<file path="src/rtl/mips_pkg.sv">
// Shared fetch/decode types: instruction width, default prefetch depth, queue entry layout.
package mips_pkg;

    localparam int INS_W            = 32;
    localparam int FQ_DEPTH_DEFAULT = 4;

    typedef struct packed {
        logic [INS_W-1:0] ins;
        logic [INS_W-1:0] pcp4;
    } fq_entry_t;

endpackage

</file>
<file path="src/rtl/fetch_queue_mem.sv">
// DEPTH x 64-bit entry array for the prefetch queue.
// Latency: write lands at the clk edge, read is combinational.
// Backpressure: none here; the write enable is already qualified by the queue control.
module fetch_queue_mem
    import mips_pkg::*;
#(
    parameter int DEPTH = FQ_DEPTH_DEFAULT,
    parameter int AW    = 2
) (
    input  logic          clk,
    input  logic          rst,
    input  logic          we,
    input  logic [AW-1:0] waddr,
    input  fq_entry_t     wdat,
    input  logic [AW-1:0] raddr,
    output fq_entry_t     rdat
);

    fq_entry_t mem [DEPTH];

    always_ff @(posedge clk) begin
        if (rst) begin
            for (int i = 0; i < DEPTH; i++) begin
                mem[i] <= '0;
            end
        end else if (we) begin
            mem[waddr] <= wdat;
        end
    end

    assign rdat = mem[raddr];

endmodule

</file>
<file path="src/rtl/fetch_queue.sv">
// Instruction prefetch queue of {ins, pcp4} pairs between fetch and decode, with single-cycle flush.
// Latency: one cycle enqueue-to-head; zero when empty if FETCH_QUEUE_BYPASS_EN is defined.
// Backpressure: enq_ready drops only when full (registered, independent of deq_ready).
module fetch_queue
    import mips_pkg::*;
#(
    parameter int DEPTH = FQ_DEPTH_DEFAULT,
    parameter int AW    = 2
) (
    input  logic              clk,
    input  logic              rst,
    input  logic              flush,
    input  logic              enq_valid,
    output logic              enq_ready,
    input  logic [INS_W-1:0]  enq_ins,
    input  logic [INS_W-1:0]  enq_pcp4,
    output logic              deq_valid,
    input  logic              deq_ready,
    output logic [INS_W-1:0]  deq_ins,
    output logic [INS_W-1:0]  deq_pcp4,
    output logic [AW:0]       count
);

    localparam logic [AW:0] FULL = (AW+1)'(DEPTH);

    logic [AW-1:0] wr_ptr;
    logic [AW-1:0] rd_ptr;
    logic [AW:0]   cnt;
    fq_entry_t     rd_dat;
    fq_entry_t     enq_dat;
    fq_entry_t     head;
    logic          byp;
    logic          byp_take;
    logic          enq_fire;
    logic          deq_fire;
    logic          store_enq;
    logic          store_deq;

    assign enq_dat = '{ins: enq_ins, pcp4: enq_pcp4};

    always_comb begin
        byp = 1'b0;
`ifdef FETCH_QUEUE_BYPASS_EN
        byp = (cnt == '0) && enq_valid && !flush;
`endif
    end

    assign enq_ready = (cnt != FULL);
    assign deq_valid = ((cnt != '0) && !flush) || byp;
    assign head      = byp ? enq_dat : rd_dat;
    assign deq_ins   = deq_valid ? head.ins  : '0;
    assign deq_pcp4  = deq_valid ? head.pcp4 : '0;
    assign count     = cnt;

    assign enq_fire  = enq_valid && enq_ready;
    assign deq_fire  = deq_valid && deq_ready;
    // A bypassed pair that decode takes immediately never touches storage.
    assign byp_take  = byp && deq_ready;
    assign store_enq = enq_fire && !flush && !byp_take;
    assign store_deq = deq_fire && !byp_take;

    always_ff @(posedge clk) begin
        if (rst || flush) begin
            wr_ptr <= '0;
            rd_ptr <= '0;
            cnt    <= '0;
        end else begin
            if (store_enq) begin
                wr_ptr <= wr_ptr + 1'b1;
            end
            if (store_deq) begin
                rd_ptr <= rd_ptr + 1'b1;
            end
            if (store_enq && !store_deq) begin
                cnt <= cnt + 1'b1;
            end else if (store_deq && !store_enq) begin
                cnt <= cnt - 1'b1;
            end
        end
    end

    fetch_queue_mem #(
        .DEPTH (DEPTH),
        .AW    (AW)
    ) u_mem (
        .clk   (clk),
        .rst   (rst),
        .we    (store_enq),
        .waddr (wr_ptr),
        .wdat  (enq_dat),
        .raddr (rd_ptr),
        .rdat  (rd_dat)
    );

endmodule
</file>
<file path="config.mk">
export PLATFORM = sky130hd
export DESIGN_NAME = fetch_queue
export DESIGN_NICKNAME = d
export VERILOG_FILES = /design/src/rtl/mips_pkg.sv /design/src/rtl/fetch_queue_mem.sv /design/src/rtl/fetch_queue.sv
export SDC_FILE = /design/constraint.sdc
export NUM_CORES = 1
export LEC_CHECK = 0
export CORE_MARGIN = 2
export CORE_UTILIZATION = 30
export DETAILED_ROUTE_END_ITERATION = 8
export GPL_ROUTABILITY_DRIVEN = 0
export GPL_TIMING_DRIVEN = 0
export PLACE_DENSITY = 0.55
export SLEW_MARGIN = 20
export SYNTH_ARGS = -nofsm -noshare
export SYNTH_HDL_FRONTEND = slang
export SYNTH_SLANG_ARGS = --single-unit
export TNS_END_PERCENT = 20
</file>
<file path="constraint.sdc">
create_clock -name clk -period 3.95 [get_ports clk]
set_input_delay 0.5925 -clock clk [delete_from_list [all_inputs] [get_ports clk]]
set_output_delay 0.5925 -clock clk [all_outputs]
set_load 0.03 [all_outputs]
</file>
; Yosys cells after proc, flatten, opt, wreduce, memory -nomap -nowiden
; Memory sizes are Yosys's and may differ from the RTL's. A register that Yosys moved wholly into a read port is not among the register bits.
; Cells that the tools add are included.
[classes]
n_addsub = 4
eq_ne = 1
muxes = 14
reduce_logical = 13
[ops]
columns = cell, n
row1 = $mux W32, 2
row2 = $mux W64, 1
row3 = $reduce_or A64 Y1, 1
row4 = $logic_and A1 B1 Y1, 6
row5 = $mux W1, 6
row6 = $mux W2, 3
row7 = $mux W3, 2
row8 = $add A2 B1 Y2 const B, 2
row9 = $add A3 B1 Y3 const B, 1
row10 = $logic_not A1 Y1, 3
row11 = $ne A3 B3 Y1 const B, 1
row12 = $reduce_bool A3 Y1, 1
row13 = $sub A3 B1 Y3 const B, 1
row14 = $reduce_bool A2 Y1, 1
row15 = $logic_or A1 B1 Y1, 1
[totals]
reg_bits = 7
ram_bits = 256
in_bits = 69
output_inout_bits = 69
wordCells = 36
n_memories = 1
[mem_list]
columns = name, words, width, rd, rd_clocked_by_memory_dff, wr, line_no
row1 = u_mem.mem, 4, 64, 1, 1, 4, fetch_queue_mem.sv:19  ; fq_entry_t mem [DEPTH];

; Longest topological paths before layout
[depth]
ltp_word = 8
mapped_depth = 10
depth_no_buf = 9

; Cells and area by module
; From an unflattened synthesis, not the netlist that was laid out.
[hier_totals]
cells_unflattened = 741
area_unflattened_um2 = 11916.4
[by_module_without_submodules]
columns = module, instances, cells_each, area_per_inst_um2, seq_area_each_um2
row1 = fetch_queue_mem, 1, 627, 11074.4, 7687.4
row2 = fetch_queue, 1, 114, 842.1, 140.1

; Worst setup path after synthesis
; No wires, ideal clock.
[synth_timing]
kind = input to register
startpoint = input flush
endpoint = memory u_mem.mem[3][0] (netlist bit) (enable)
setup_time_ns = 0.421
arrival_ns = 2.422
required_time_ns = 3.529
path_slack_ns = 1.107
cell_stages = 3
n_path_buf = 0
cell_sequence = nand2b_1 -> nor3b_1 -> a21o_1
[synth_lines]
columns = item, line_no
row1 = start: declaration, fetch_queue.sv:12  ; input logic flush,
row2 = end: declaration, fetch_queue_mem.sv:19

; Final worst setup path
[layout_timing]
startpoint = input flush
endpoint = output deq_pcp4[15]
[layout_between]
elab_chain_len = 3
[layout_rtl]
columns = item, line_no
row1 = $logic_not A1 Y1, fetch_queue.sv:49  ; assign deq_valid = ((cnt != '0) && !flush) || byp;
row2 = $logic_and A1 B1 Y1, fetch_queue.sv:49
row3 = $mux W32, fetch_queue.sv:52  ; assign deq_pcp4 = deq_valid ? head.pcp4 : '0;
row4 = end: declaration, fetch_queue.sv:20  ; output logic [INS_W-1:0] deq_pcp4,
; No other way between the ends.

==> metrics.txt <==
Tightest Hold Check Type=reg2reg; crit path launch type=input pin; Max VDD drop=0.2898 mV; hold_buf cts=0; f_max=270.9 MHz; CP dominant cell by count=clkdlybuf4s50_1; Synth area leader=edfxtp_1; Slew Limit Fails=0; Final TNS setup=0 ns; Core ar.=39550 µm²; CP endpoint kind=output port; Main synth FF type=edfxtp_1; Iteration-0 DRC Markers=approximately 410; Clk Tree Root Cell=clkbuf_16; PortBufs=137; mapped cell area=around 12000 µm²; Synth cell types=32; CP cell instances=clkdlybuf4s50_1 > nor2_1 > buf_2 > clkbuf_1 > and2_1 > clkdlybuf4s50_1; max-cap violations=0; Post-synth top cells=256 x edfxtp_1, 192 x and3_1, 128 x and2_1; worst endpoint data arrival time=3.10 ns; unrepaired setup endpoints after global routing=false; vias per cell=4.846; Seq/Total Area, Yosys=65.75%; Synth top area share=between 60 and 70%; busiest metal layer after global routing=met2; slew margin rel.=51.52%; worst slack, placed=0.1997 ns; Tot Pwr=roughly 6.6 mW; placed instance count=around 1.4k; share of synthesized registers carrying an async set or reset=0%; global-route wire length before repair=around 48 mm; top-count cell post-synth=edfxtp_1; vias=7186; # Post-CTS Setup Buffers=0; power per cell area=439.9 nW/µm²; worst-path fanout max=10; starting density of the core=30.26%; CP Buf/Inv Count=4; Tightest Pin Transition=around 0.73 ns; GRT Total Usage=between 10% and 20%; initial antenna violation count=4; hpwl dp=19.99 mm; worst path required time=3.36 ns; crit-path max cell delay=0.69 ns; Worst-Skew Late Latency=approximately 0.54 ns; CTS max path bufs=3; Yosys reg bits=around 270; Routed Antenna Nets=0; final period utilization=93.44%; Syn Inst Count=763; Synth area leaders=edfxtp_1 64%, mux4_2 12%, and3_1 10%, and2_1 6.7%, dfxtp_1 1.5%; io pins=138; Syn Area/Cell=15.68 µm²; die area=41500 µm²; post-CTS sizing=0; cell family with most CP delay=buffers and inverters; GR Util met1=20.71%; global routing met3 resource utilization=2.317%; dpl cell area=14120 µm²; Final Hold Vio Count=0; status=finished clean; # nets final=1006; Synthesized Nets=834; met2 Usage GRT=26.43%; router iterations before antenna repair=5; drt wl/cell=21.51 µm; Worst Slack Setup Final=0.2589 ns; Sink Count=265; Post-synth EDFFs=256; Die Y=203.7 µm; Crit Path Category=in2out; Worst Skew=0.01348 ns; warning count from the yosys run=0; cts bufs inserted=29; H-Tree Depth=1; CTS tree=yes; Final setup viols=0; WL final=31.90 mm; Non-Filler Instances=approximately 1.5k; grt ovf=0; post-route cell area=15110 µm²; Leak=5.961 nW; Post-route DRC=0; Slowest cell on crit path=clkdlybuf4s50_1; clock transition at the registers of the reported paths=0.06 ns; die width=203.7 µm; share of cells above drive strength 1=16.61%; num rows=73; post-layout min period=about 3.7 ns; vias in the first global route=7497; Layout area overhead=26.31%; largest net degree at the start of global routing=39
[registers in the layout, indices dropped and copies added, names as in the netlist, named ones only]
name       cells
u_mem.mem    256
count          3
rd_ptr         2
wr_ptr         2
[worst register-to-register path, cell delays in order, from the launching register on]
cell	delay [ns]
dfxtp_1	0.41
nor3_2	0.30
nor2_1	0.11
clkbuf_1	0.34
nand2_1	0.20
ha_1	0.20
inv_1	0.06
fa_1	0.37
xor2_1	0.16
or3_1	0.30
a21oi_1	0.14
[metal layers]
metal / share of wire, % / routed length (µm)
met4: 1.7 / 546
met3: 4.8 / 1530
met2: 50 / 15880
met1: 44 / 13920
met5: 0.091 / 29
[cells by family after synthesis]
kind of cell / synth area share, %
AOI/OAI and AO/OA: 0.6796
and+or+nand+nor: 17.96
adders and majority gates: 0.2718
xor gates and xnor gates: 0.1464
muxes: 12.13
buffers and inverters: 3.064
DFF: 65.75
[stage by stage]
stage	hold WS, ns	utilization, %
global route	0.5328	38.21
finish	0.5003	38.22
detailed placement	0.4866	35.70
floorplan	0.4591	-
CTS	0.4988	38.21
global placement	0.4769	35.39
[where the power goes]
part,leakage [nW],internal (mW),switching [mW]
clock network,0.481,1.73,1.12
registers,2.71,3.22,0.0349
logic,2.77,0.232,0.308
[layout by cell type (no fill, tap or decap), types with 2 or more instances in the layout]
cell | netlist | routed
buf_16 | 0 | 2
mux4_2 | 64 | 64
clkinv_1 | 0 | 7
clkbuf_16 | 0 | 29
clkdlybuf4s50_1 | 0 | 137
o21ai_0 | 3 | 3
and3_1 | 192 | 192
nand2b_1 | 2 | 2
dfxtp_1 | 9 | 9
and2_1 | 128 | 128
clkbuf_2 | 8 | 8
or3_1 | 3 | 3
edfxtp_1 | 256 | 256
buf_2 | 24 | 24
a21oi_1 | 4 | 4
buf_12 | 0 | 2
clkbuf_1 | 31 | 34
buf_4 | 2 | 2
nand2_1 | 4 | 4
inv_1 | 2 | 2
xor2_1 | 2 | 2
nor2_1 | 6 | 6
bufinv_16 | 0 | 6
clkinv_2 | 0 | 5
clkinvlp_4 | 0 | 2
a21o_4 | 0 | 4
buf_6 | 6 | 6
[final cells by class]
cell class,instances,area (µm²)
well taps,525,656.9
clock buffers,32,737.0
fillers,3735,24430
repair buffers,141,1466
clock inverters,21,255.2
plain buffers,71,359.1
inverters,2,7.507
diodes,1,2.502
flip-flops and latches,265,7868
multi-input cells,425,3762
[path summary, 6_finish.rpt]
check | start | to | slack (ns) | depth (start not counted)
worst max register to register | count[0] | count[2] | 1.30 | 10
worst min register to register | rd_ptr[1] | flop | 0.50 | 2
worst min-delay path | rd_ptr[1] | flop | 0.50 | 2
worst max-delay path | flush | deq_pcp4[15] | 0.26 | 6
Power figures use the tool's default switching activity.
